==> src/rtl/rv32_pkg.sv <==
// rv32_pkg
// Shared RV32 definitions used by the decoder, the register file and the
// write-back controller: datapath width default, load funct3 encodings,
// the pending-load queue entry layout and the write-port source select.
package rv32_pkg;

  localparam int XLEN_DEFAULT = 32;

  // RV32I load funct3 encodings
  typedef enum logic [2:0] {
    F3_LB  = 3'b000,
    F3_LH  = 3'b001,
    F3_LW  = 3'b010,
    F3_LBU = 3'b100,
    F3_LHU = 3'b101
  } load_funct3_e;

  // One outstanding load: where it goes and how to slice the returned word
  typedef struct packed {
    logic [4:0] rd;
    logic [2:0] funct3;
    logic [1:0] off;
  } lq_entry_t;

  // Which producer owns the register-file write port this cycle
  typedef enum logic [1:0] {
    WSRC_NONE = 2'd0,
    WSRC_LOAD = 2'd1,
    WSRC_SKID = 2'd2,
    WSRC_ALU  = 2'd3
  } wsrc_e;

endpackage

==> src/rtl/regfile_wb_ctrl_load_extend.sv <==
// load_extend
// Combinational extraction of a load result from the raw aligned memory word.
// Ports:
//   funct3  - load type
//   off     - byte offset within the word (halfword lane uses off[1])
//   word    - raw aligned word from memory
//   data    - extended result (0 for an unknown load type)
//   illegal - funct3 is not a load encoding
module load_extend
  import rv32_pkg::*;
#(
  parameter int XLEN = XLEN_DEFAULT
) (
  input  logic [2:0]      funct3,
  input  logic [1:0]      off,
  input  logic [XLEN-1:0] word,
  output logic [XLEN-1:0] data,
  output logic            illegal
);

  logic [7:0]  byteLane;
  logic [15:0] halfLane;

  // Lanes are picked from the low 32 bits; wider XLEN only widens the extension
  always_comb begin
    byteLane = word[{off, 3'b000} +: 8];
    halfLane = word[{off[1], 4'b0000} +: 16];
    data     = '0;
    illegal  = 1'b0;
    case (funct3)
      F3_LB:   data = {{(XLEN-8){byteLane[7]}}, byteLane};
      F3_LH:   data = {{(XLEN-16){halfLane[15]}}, halfLane};
      F3_LW:   data = word;
      F3_LBU:  data = {{(XLEN-8){1'b0}}, byteLane};
      F3_LHU:  data = {{(XLEN-16){1'b0}}, halfLane};
      default: illegal = 1'b1;
    endcase
  end

endmodule

==> src/rtl/regfile_wb_ctrl.sv <==
// regfile_wb_ctrl
// Register-file write-back controller. Merges in-order load responses and
// ALU results onto a single registered write port. Loads wait in a small
// flip-flop FIFO; an ALU result that loses the port to a load is parked in a
// one-entry skid register and upstream is stalled until it drains.
// Ports:
//   clk, reset                  - clock, synchronous active-high reset
//   alu_valid/alu_rd/alu_data   - ALU/jump result
//   ld_issue_*                  - load issue (rd, funct3, offset), ready back
//   mem_rsp_valid/mem_rsp_data  - in-order load data from memory
//   wr_en/wr_addr/wr_data       - registered register-file write port
//   busy_mask                   - registers with a pending load
//   stall                       - upstream must hold ALU result
//   err_rsp                     - pulse: stray response or illegal funct3
module regfile_wb_ctrl
  import rv32_pkg::*;
#(
  parameter int XLEN     = XLEN_DEFAULT,
  parameter int LQ_DEPTH = 2
) (
  input  logic            clk,
  input  logic            reset,
  input  logic            alu_valid,
  input  logic [4:0]      alu_rd,
  input  logic [XLEN-1:0] alu_data,
  input  logic            ld_issue_valid,
  input  logic [4:0]      ld_issue_rd,
  input  logic [2:0]      ld_issue_funct3,
  input  logic [1:0]      ld_issue_off,
  output logic            ld_issue_ready,
  input  logic            mem_rsp_valid,
  input  logic [XLEN-1:0] mem_rsp_data,
  output logic            wr_en,
  output logic [4:0]      wr_addr,
  output logic [XLEN-1:0] wr_data,
  output logic [31:0]     busy_mask,
  output logic            stall,
  output logic            err_rsp
);

  localparam int PW = (LQ_DEPTH > 1) ? $clog2(LQ_DEPTH) : 1;
  localparam int CW = $clog2(LQ_DEPTH + 1);

  lq_entry_t             lq_q [LQ_DEPTH];
  logic [LQ_DEPTH-1:0]   lqValid_q, lqValid_d;
  logic [PW-1:0]         wrPtr_q, wrPtr_d, rdPtr_q, rdPtr_d;
  logic [CW-1:0]         count_q, count_d;

  logic                  skidFull_q, skidFull_d;
  logic [4:0]            skidRd_q, skidRd_d;
  logic [XLEN-1:0]       skidData_q, skidData_d;

  logic                  wrEn_q, wrEn_d;
  logic [4:0]            wrAddr_q, wrAddr_d;
  logic [XLEN-1:0]       wrData_q, wrData_d;
  logic                  errRsp_q, errRsp_d;

  logic                  push, pop, aluAccept, lqEmpty;
  lq_entry_t             head;
  logic [XLEN-1:0]       ldData;
  logic                  ldIllegal;
  wsrc_e                 wsrc;
  logic [4:0]            selRd;
  logic [XLEN-1:0]       selData;

  // Pointer advance with explicit wrap so any depth behaves modulo LQ_DEPTH
  function automatic logic [PW-1:0] nextPtr(input logic [PW-1:0] p);
    if (p == PW'(LQ_DEPTH - 1)) return '0;
    else return p + PW'(1);
  endfunction

  assign lqEmpty        = (count_q == '0);
  assign ld_issue_ready = (count_q < CW'(LQ_DEPTH));
  assign push           = ld_issue_valid && ld_issue_ready;
  assign pop            = mem_rsp_valid && !lqEmpty;
  assign stall          = skidFull_q;
  assign aluAccept      = alu_valid && !skidFull_q;
  assign head           = lq_q[rdPtr_q];

  load_extend #(.XLEN(XLEN)) u_load_extend (
    .funct3  (head.funct3),
    .off     (head.off),
    .word    (mem_rsp_data),
    .data    (ldData),
    .illegal (ldIllegal)
  );

  // Queue bookkeeping; ready is based on the current count, so a full queue
  // never pushes even if it pops in the same cycle
  always_comb begin
    wrPtr_d   = wrPtr_q;
    rdPtr_d   = rdPtr_q;
    count_d   = count_q;
    lqValid_d = lqValid_q;
    if (pop) begin
      lqValid_d[rdPtr_q] = 1'b0;
      rdPtr_d            = nextPtr(rdPtr_q);
    end
    if (push) begin
      lqValid_d[wrPtr_q] = 1'b1;
      wrPtr_d            = nextPtr(wrPtr_q);
    end
    if (push && !pop)      count_d = count_q + CW'(1);
    else if (pop && !push) count_d = count_q - CW'(1);
  end

  // Write-port arbitration: load pop, then skid, then the live ALU result.
  // A skid-full cycle never accepts ALU input, so ALU only wins when idle.
  always_comb begin
    wsrc       = WSRC_NONE;
    selRd      = '0;
    selData    = '0;
    skidFull_d = skidFull_q;
    skidRd_d   = skidRd_q;
    skidData_d = skidData_q;
    if (pop) begin
      wsrc    = WSRC_LOAD;
      selRd   = head.rd;
      selData = ldData;
      if (aluAccept) begin
        skidFull_d = 1'b1;
        skidRd_d   = alu_rd;
        skidData_d = alu_data;
      end
    end else if (skidFull_q) begin
      wsrc       = WSRC_SKID;
      selRd      = skidRd_q;
      selData    = skidData_q;
      skidFull_d = 1'b0;
    end else if (aluAccept) begin
      wsrc    = WSRC_ALU;
      selRd   = alu_rd;
      selData = alu_data;
    end
  end

  // Writes to x0 still consume their slot but never reach the register file
  always_comb begin
    wrEn_d   = (wsrc != WSRC_NONE) && (selRd != 5'd0);
    wrAddr_d = wrEn_d ? selRd : wrAddr_q;
    wrData_d = wrEn_d ? selData : wrData_q;
    errRsp_d = (mem_rsp_valid && lqEmpty) || (pop && ldIllegal);
  end

  always_comb begin
    busy_mask = '0;
    for (int i = 0; i < LQ_DEPTH; i++) begin
      if (lqValid_q[i]) busy_mask[lq_q[i].rd] = 1'b1;
    end
    busy_mask[0] = 1'b0;
  end

  // State registers; reset drops pending loads and skid content silently
  always_ff @(posedge clk) begin
    if (reset) begin
      lqValid_q  <= '0;
      wrPtr_q    <= '0;
      rdPtr_q    <= '0;
      count_q    <= '0;
      skidFull_q <= 1'b0;
      skidRd_q   <= '0;
      skidData_q <= '0;
      wrEn_q     <= 1'b0;
      wrAddr_q   <= '0;
      wrData_q   <= '0;
      errRsp_q   <= 1'b0;
    end else begin
      lqValid_q  <= lqValid_d;
      wrPtr_q    <= wrPtr_d;
      rdPtr_q    <= rdPtr_d;
      count_q    <= count_d;
      skidFull_q <= skidFull_d;
      skidRd_q   <= skidRd_d;
      skidData_q <= skidData_d;
      wrEn_q     <= wrEn_d;
      wrAddr_q   <= wrAddr_d;
      wrData_q   <= wrData_d;
      errRsp_q   <= errRsp_d;
    end
  end

  // Queue payload needs no reset; validity is tracked by lqValid_q
  always_ff @(posedge clk) begin
    if (push) lq_q[wrPtr_q] <= '{rd: ld_issue_rd, funct3: ld_issue_funct3, off: ld_issue_off};
  end

  assign wr_en   = wrEn_q;
  assign wr_addr = wrAddr_q;
  assign wr_data = wrData_q;
  assign err_rsp = errRsp_q;

endmodule

==> config.mk <==
export PLATFORM = sky130hd
export DESIGN_NAME = regfile_wb_ctrl
export DESIGN_NICKNAME = d
export VERILOG_FILES = /design/src/rtl/rv32_pkg.sv /design/src/rtl/regfile_wb_ctrl_load_extend.sv /design/src/rtl/regfile_wb_ctrl.sv
export SDC_FILE = /design/constraint.sdc
export NUM_CORES = 1
export LEC_CHECK = 0
export CAP_MARGIN = 20
export CORE_MARGIN = 3
export CORE_UTILIZATION = 48
export DETAILED_ROUTE_END_ITERATION = 6
export PLACE_DENSITY = 0.79
export SYNTH_ARGS = -nofsm -noshare
export SYNTH_HDL_FRONTEND = slang
export SYNTH_HIERARCHICAL = 1
export SYNTH_SLANG_ARGS = --single-unit
==> constraint.sdc <==
create_clock -name clk -period 3.1 [get_ports clk]
set_clock_uncertainty 0.2 [all_clocks]
set_input_delay 0.775 -clock clk [delete_from_list [all_inputs] [get_ports clk]]
set_output_delay 0.775 -clock clk [all_outputs]
set_load 0.1 [all_outputs]
## Word level (Yosys, flattened, before mapping)

Memory sizes are Yosys's and may differ from the RTL's. A register that Yosys moved wholly into a read port is not among the register bits.
Index checks and enable logic that the tools add are counted.

| word-level totals | value |
|---|---|
| memories kept | 1 |
| logic and storage cells | 92 |
| RAM bits | 20 |
| bits in registers | 83 |
| output and inout bits | 73 |
| input bits | 84 |

| operators by class | value |
|---|---|
| equality and inequality tests | 4 |
| multiplexer cells | 31 |
| bitwise gates (word level) | 5 |
| shifts and indexed selects | 2 |
| $add $sub $neg | 4 |
| reduce and logical (&&, ||, !) cells | 25 |
| magnitude comparators | 9 |

Memories:

| name | words | width | rd ports | clocked after Yosys merged registers in | wr ports | RTL line | text |
|---|---|---|---|---|---|---|---|
| lq_q | 2 | 10 | 3 | 1 | 1 | regfile_wb_ctrl.sv:44 | `lq_entry_t lq_q [LQ_DEPTH];` |

Operators by type and width:

| operator | number |
|---|---|
| $mux 32 | 5 |
| $pmux 32 s5 | 1 |
| $or 32x32->32 | 1 |
| $shiftx 32x6->16 | 1 |
| $shiftx 32x6->8 | 1 |
| $mux 5 | 3 |
| $mux 2 | 7 |
| $logic_and 1x1->1 | 12 |
| $lt 5x6->1 const B | 2 |
| $mux 1 | 11 |
| $demux 1 s5 | 2 |
| $ge 5x1->1 const B | 2 |
| $eq 3x3->1 const B | 2 |
| $reduce_bool 5->1 | 1 |
| $reduce_or 5->1 | 1 |
| $logic_not 1->1 | 4 |
| $lt 1x2->1 const B | 2 |
| $reduce_bool 2->1 | 2 |
| $eq 3x1->1 const B | 1 |
| $eq 3x2->1 const B | 1 |
| $logic_not 3->1 | 1 |
| $add 1x1->1 const B | 2 |
| $add 2x1->2 const B | 1 |
| $and 2x2->2 | 1 |
| 11 further kinds | 13 |

## Logic depth before layout (Yosys ltp)

Gate-level depths: netlist of run 1.

| depth | value |
|---|---|
| depth after elaboration | 9 |
| depth in mapped cells | 11 |
| depth with buffers taken out | 7 |

## Modules after synthesis

The synthesis of run 1 kept the hierarchy.

Modules (own cells, without submodules):

| module | instances | cells each | area an instance (um^2) |
|---|---|---|---|
| regfile_wb_ctrl | 1 | 574 | 5231.3 |
| load_extend | 1 | 115 | 855.8 |

## Worst setup path after synthesis of run 1

OpenSTA, ideal clock, no wires.

| timing | value |
|---|---|
| kind | register to output |
| start point | mem lq_q[0][7] in the netlist's numbering |
| end point | out busy_mask[1] |
| path slack | -0.422 ns |
| buffers on the path | 1 |
| arrival | 2.547 ns |
| stages on the path, launching flop included | 4 |
| path through | edfxtp_1 > buf_6 > or3_2 > o22ai_1 |

RTL lines:

| what | RTL line | text |
|---|---|---|
| start: declaration | regfile_wb_ctrl.sv:44 |  |
| end: declaration | regfile_wb_ctrl.sv:36 | `output logic [31:0] busy_mask,` |

==> results of run 1 <==
==> power by group <==
group | switching, uW | leakage, uW | total, uW | internal, uW
combinational | 2210 | 0.00206 | 3320 | 1120
sequential | 193 | 0.000873 | 1820 | 1620
clock | 506 | 0.000145 | 1140 | 634
total | 2900 | 0.00308 | 6280 | 3370
==> cells in the mapped netlist (8+ instances only) <==
master / n / area share (%)
nor3_1: 33 / 2.7
mux2_4: 30 / 7.4
mux2_2: 26 / 4.8
nand2_1: 99 / 6.1
nor2b_1: 36 / 3.7
a221oi_1: 32 / 4.6
a21oi_1: 41 / 3.4
o211ai_1: 16 / 2.0
clkbuf_1: 34 / 2.1
nand3_1: 28 / 2.3
edfxtp_1: 20 / 9.9
o21ai_0: 15 / 1.2
mux2i_1: 12 / 2.0
a22oi_1: 9 / 1.1
o22ai_1: 38 / 3.9
nor2_1: 46 / 2.8
buf_2: 8 / 0.66
dfxtp_1: 84 / 28
nand3b_1: 10 / 1.2
buf_1: 8 / 0.49
==> area by class of cell <==
cell class | instances | area (sq um)
Fill cell | 970 | 3800
Timing Repair Buffer | 180 | 2019
Tap cell | 168 | 210.2
Inverter | 3 | 11.26
Clock inverter | 5 | 60.06
Clock buffer | 11 | 232.7
Multi-Input combinational cell | 518 | 3596
Sequential cell | 104 | 2282
==> flip-flops by register name, summed over array words and instances, names as in the netlist, named ones only <==
signal / cells
err_rsp: 1
wrPtr_q: 1
stall: 1
wr_addr: 5
count_q: 2
skidData_q: 32
wr_en: 1
lq_q: 20
rdPtr_q: 1
lqValid_q: 2
skidRd_q: 5
wr_data: 32
==> per-stage QoR <==
stage	worst slack (ns)	hold slack [ns]	util (%)	setup TNS [ns]
6_report	0.1410	0.2567	68.88	0
5_1_grt	0.05802	0.2685	68.88	0
4_1_cts	0.1468	0.2570	68.88	0
3_5_place_dp	0.06522	0.2481	66.49	0
3_3_place_gp	0.07743	0.2409	66.49	0
2_1_floorplan	-0.4218	0.2362	-	-1.266
==> cell usage in the layout, fill, tap and decap left out, drive strengths merged, types with 28 or more instances in the layout <==
cell and count:
clkdlybuf4s50 82, nor2b 36, nor2 46, buf 98, nand2 99, dfxtp 84
a21oi 41, mux2 56, a221oi 33, o22ai 39, nor3 33, nand3 28
==> routing by layer <==
metal | wire length [microns] | vias to the layer above | track usage, %
li1 | - | 2770 | -
met1 | 7970 | 2781 | 34.57
met2 | 8671 | 256 | 41.24
met3 | 1635 | 32 | 7.799
met4 | 443 | 0 | 9.269
met5 | 0 | - | 0
==> worst max-delay path: stages (launching register included) <==
cell and delay [ns]:
edfxtp_1 0.50, nand3b_1 0.51, o22ai_1 0.40, buf_12 0.22
==> worst max-delay path by stage <==
| stage | start | endpoint | slack, ns | depth (start not counted) |
|---|---|---|---|---|
| finish | lq_q[1][5] | busy_mask[2] | 0.14 | 3 |
| global route | lq_q[1][6] | busy_mask[1] | 0.06 | 3 |
| CTS | lq_q[0][7] | busy_mask[3] | 0.15 | 3 |
| detailed placement | alu_rd[0] | wr_data[24] | 0.07 | 6 |
| global placement | alu_rd[0] | wr_data[30] | 0.08 | 6 |
| floorplan | lq_q[0][7] | busy_mask[1] | -0.42 | 3 |
==> cells by family after synthesis <==
group                      count (synthesis)  synth area share, %
adders and majority gates                  1               0.2055
and+or+nand+nor                          278                22.34
other                                      1              0.06161
DFF                                      104                37.49
xor gates and xnor gates                   3               0.4317
AOI/OAI and AO/OA                        167                18.93
muxes                                     68                14.18
buffers and inverters                     67                6.351
==> metrics.md, run 1 <==
| Metric | Value |
|---|---|
| Outcome | `completed` |
| Worst R2R Path Depth | `8` |
| Die Y | `~120 microns` |
| # setup viols final | `0` |
| Std cell rows | `40` |
| Chip Width | `about 120 microns` |
| Iter 0 DRT Violations | `580` |
| Final period util | `between 90% and 100%` |
| Final non-filler cell area | `about 8400 sq um` |
| Post-CTS sizing | `0` |
| Worst Hold End | `skidData_q[28]` |
| Crit-path max FO | `8` |
| Diodes inserted | `0` |
| Post-synthesis sequential area ratio | `around 37%` |
| GPL Wtd Cong | `0.9179` |
| DP HPWL | `13,850 microns` |
| Gate Count Post-Synth | `~690` |
| Critical path class | `reg2out` |
| Num ports | `between 150 and 200` |
| Pwr/cell area | `746.2 nW/um^2` |
| Final nets | `between 900 and 1,000` |
| DIE AREA | `approximately 14,000 sq um` |
| Synth cell types | `52` |
| RSZ-0062 raised after global routing | `no` |
| Hold path start | `skidData_q[28]` |
| Clk sink count | `about 100` |
| Area post-placement | `8119 sq um` |
| Final std cells w/o fill | `just under 1,000` |
| DRT Wirelength | `18,720 microns` |
| Slew Limit Fails | `0` |
| FF+latch count, synth | `104` |
| Syn_nets | `around 770` |
| Routed vias/inst | `about 5.9` |
| Flop-to-flop setup slack | `approximately 0.49 ns` |
| Main synth FF type | `dfxtp_1` |
| Worst EP arrival | `between 1.5 and 2 ns` |
| Relative slew slack | `roughly three fifths` |
| CTS Root Cell | `clkbuf_16` |
| Max cap viols | `0` |
| Via count | `around 6,000` |
| Drt drc | `0` |
| Peak supply drop | `approximately 620 uV` |
| Post-Syn Area | `6087 sq um` |
| Reg-to-Reg End | `wr_data[13]` |
| Routed Antenna Nets | `0` |
| Layout cell share with drive strength beyond 1 | `around a quarter` |
| Starting density of the core | `between 40 and 50%` |
| DR pass1 iterations | `5` |
| CTS Hold Bufs | `0` |
| Vias in the first global route | `5,595` |
| Yosys warning total | `6` |
| TritonCTS buffer count | `9` |
| Worst Tran Pin Value | `about 0.60 ns` |
| Wire per inst | `about 19 microns` |
| Hold Path Class | `reg2reg` |
| CP Data Required Time | `about 2.1 ns` |
| Post-CTS Setup Repair Bufs | `0` |
| Number of synthesized flops with an enable pin | `20` |
| H-tree lvl count | `3` |
| Asr flop ratio synth | `0%` |
| First-pass GRT wire length | `approximately 30,000 microns` |
| Clk slew on worst S/H paths | `~0.060 ns` |
| Critical Path Sink Type | `primary output` |
| Area Overhead vs Synth | `38.19%` |
| Dpl cells | `around 970` |
| Clock period minus worst slack | `between 2 and 3 ns` |
| PortBufs | `about 160` |
| CTS Buffer Depth | `2` |
| Clk_lat worst skew | `roughly 0.36 ns` |
| TritonCTS clock tree | `yes` |
| Critical Path Start Type | `flop` |
| Max Freq | `approximately 340 MHz` |
| Hold depth | `2` |
| Initial antenna violation count | `0` |
| Total grt overflow | `0` |
| Syn avg cell area | `8.835 sq um` |
| Tot GR Track Use | `26.33%` |
| Area of the core | `around 12,000 sq um` |
| Final Hold Fails | `0` |
| Design Power | `approximately 6300 uW` |
| Pleak | `between 0.003 and 0.004 uW` |
| Pin count of the biggest net entering global routing | `59` |
Power figures use the tool's default switching activity.
==> inputs of run 2 (changes only) <==
PLACE_DENSITY = 0.8   (was 0.79)
SETUP_SLACK_MARGIN = 0.2   (was unset)
==> metrics.md, run 2 (synthesis results as in run 1) <==
| Metric | Value |
|---|---|
| Outcome | `completed` |
| DR pass1 iterations | `6 (+1)` |
| Critical Path Sink Type | `primary output` |
| Wire per inst | `19.15 microns (+1.2%)` |
| Hold Slack | `0.2576 ns (+0.0009550 ns)` |
| TritonCTS buffer count | `9 (unchanged)` |
| Diodes inserted | `0 (unchanged)` |
| Critical path class | `reg2out` |
| Clk_lat worst skew | `0.34 ns (-0.02 ns)` |
| Routed Antenna Nets | `0 (unchanged)` |
| DP HPWL | `13,770 microns (-0.58%)` |
| CP Data Required Time | `2.12 ns (about the same)` |
| Worst Tran Pin Value | `0.5698 ns (-0.03108 ns)` |
| Design Power | `6299 uW (+0.35%)` |
| RSZ-0062 raised after global routing | `yes` |
| Die Y | `118.6 microns (unchanged)` |
| DIE AREA | `14,070 sq um (unchanged)` |
| Vias in the first global route | `5,930 (+6.0%)` |
| Num ports | `157 (unchanged)` |
| Clk sink count | `104 (unchanged)` |
| Tot GR Track Use | `26.62% (+0.29 points)` |
| First-pass GRT wire length | `30,610 microns (+2.2%)` |
| Worst Setup Slack, final | `0.2278 ns (+0.08688 ns)` |
| Chip Width | `118.6 microns (unchanged)` |
| Final Hold Fails | `0 (unchanged)` |
| PortBufs | `155 (unchanged)` |
| Total grt overflow | `0 (unchanged)` |
| Iter 0 DRT Violations | `662 (+14%)` |
| CTS Root Cell | `clkbuf_16` |
| Crit-path max FO | `10 (+2)` |
| Leading cell type in the layout, fill and taps excluded | `nand2_1` |
| Max Freq | `348.2 MHz (+3.0%)` |
| Area of the core | `12,210 sq um (unchanged)` |
| Commonest non-fill, non-tap cells in the layout | `nand2_1 (99), dfxtp_1 (83), clkdlybuf4s50_1 (82)` |
| Pin count of the biggest net entering global routing | `42 (-29%)` |
| Routed vias/inst | `5.983 (+1.3%)` |
| Worst EP arrival | `1.90 ns (-0.08 ns)` |
| Dpl ws | `0.01941 ns (-0.04580 ns)` |
| Critical Path Start Type | `flop` |
| GPL Wtd Cong | `0.9200 (+0.23%)` |
| Layout cell share with drive strength beyond 1 | `28.76% (+2.4 points)` |
| Drt drc | `0 (unchanged)` |
| Std cell rows | `40 (unchanged)` |
| Final nets | `918 (+1.9%)` |
| # setup viols final | `0 (unchanged)` |
| TritonCTS clock tree | `yes` |
| Area Overhead vs Synth | `40.51%` |
| H-tree lvl count | `3 (unchanged)` |
| CTS Buffer Depth | `2 (unchanged)` |
| Max cap viols | `0 (unchanged)` |
| Relative slew slack | `61.85% (+2.1 points)` |
| Flop-to-flop setup slack | `0.42 ns (-0.07 ns)` |
| DRT Wirelength | `19,260 microns (+2.9%)` |
| Peak supply drop | `413.2 uV (-33%)` |
| Slew Limit Fails | `0 (unchanged)` |
| Pleak | `0.003160 uW (+2.5%)` |
| Util after Layout | `70.04% (+1.2 points)` |
| Initial antenna violation count | `0 (unchanged)` |
| Final period util | `92.65% (-2.8 points)` |
| Clk slew on worst S/H paths | `0.07 ns (about the same)` |
| Hold Path Class | `reg2reg` |
| Starting density of the core | `49.85% (unchanged)` |
| Pwr/cell area | `736.4 nW/um^2 (-1.3%)` |
| Via count | `6,019 (+3.1%)` |
| Clock period minus worst slack | `2.872 ns (-0.08688 ns)` |
## run 2: cell types whose count changed in the layout (fill, tap and decap cells not counted), sizes merged
cell / change
clkbuf: -1
inv: -1
clkinvlp: +1
buf: +17
bufinv: -1
clkinv: +2
## run 2: path summary, 6_finish.rpt
kind	start	end	depth (start not counted)
worst max-delay path	lq_q[1][9]	busy_mask[1]	3
worst min-delay path	skidData_q[2]	skidData_q[2]	2
worst max register to register	flop	wr_data[12]	8
worst min register to register	skidData_q[2]	skidData_q[2]	2
## run 2: through the flow
stage | area [sq um] | cells | TNS, ns
6_report | 8553 | 1006 | 0
5_1_grt | 8553 | 1006 | 0
4_1_cts | 8461 | 998 | 0
3_5_place_dp | 8080 | 971 | 0
3_3_place_gp | 8080 | 971 | 0
2_1_floorplan | 6264 | 689 | -1.266
## run 2: what timing repair did
| action | CTS | global route |
|---|---|---|
| resized for setup | 0 | 7 |
| setup buffers | 11 | 8 |
| endpoints found under the setup margin | 7 | 16 |
| hold buffers | 0 | 0 |
## run 2: critical path, stage by stage (launching register included)
cell and delay [ns]:
edfxtp_1 0.54, or3_1 0.53, o22ai_2 0.26, buf_12 0.21
## run 2: area by class of cell
class                           instances  area, sq um
Fill cell                             946         3659
Multi-Input combinational cell        518         3631
Sequential cell                       104         2283
Timing Repair Buffer                  197         2120
Clock buffer                           10        250.2
Tap cell                              168        210.2
Clock inverter                          6        47.55
Inverter                                3        11.26
## run 2: report_power, final
group | total (uW) | internal, uW | switching [uW]
Combinational | 3360 | 1140 | 2220
Sequential | 1820 | 1620 | 196
Clock | 1120 | 603 | 514
Total | 6300 | 3370 | 2930
## run 2: routing by layer
layer / vias to the layer above / part of all wire [%] / global-route usage (%)
met4: 0 / 3.7 / 10.79
met5: - / 0 / 0
met2: 342 / 47 / 43.66
met1: 2828 / 38 / 32.03
li1: 2792 / - / -
met3: 57 / 11 / 8.947
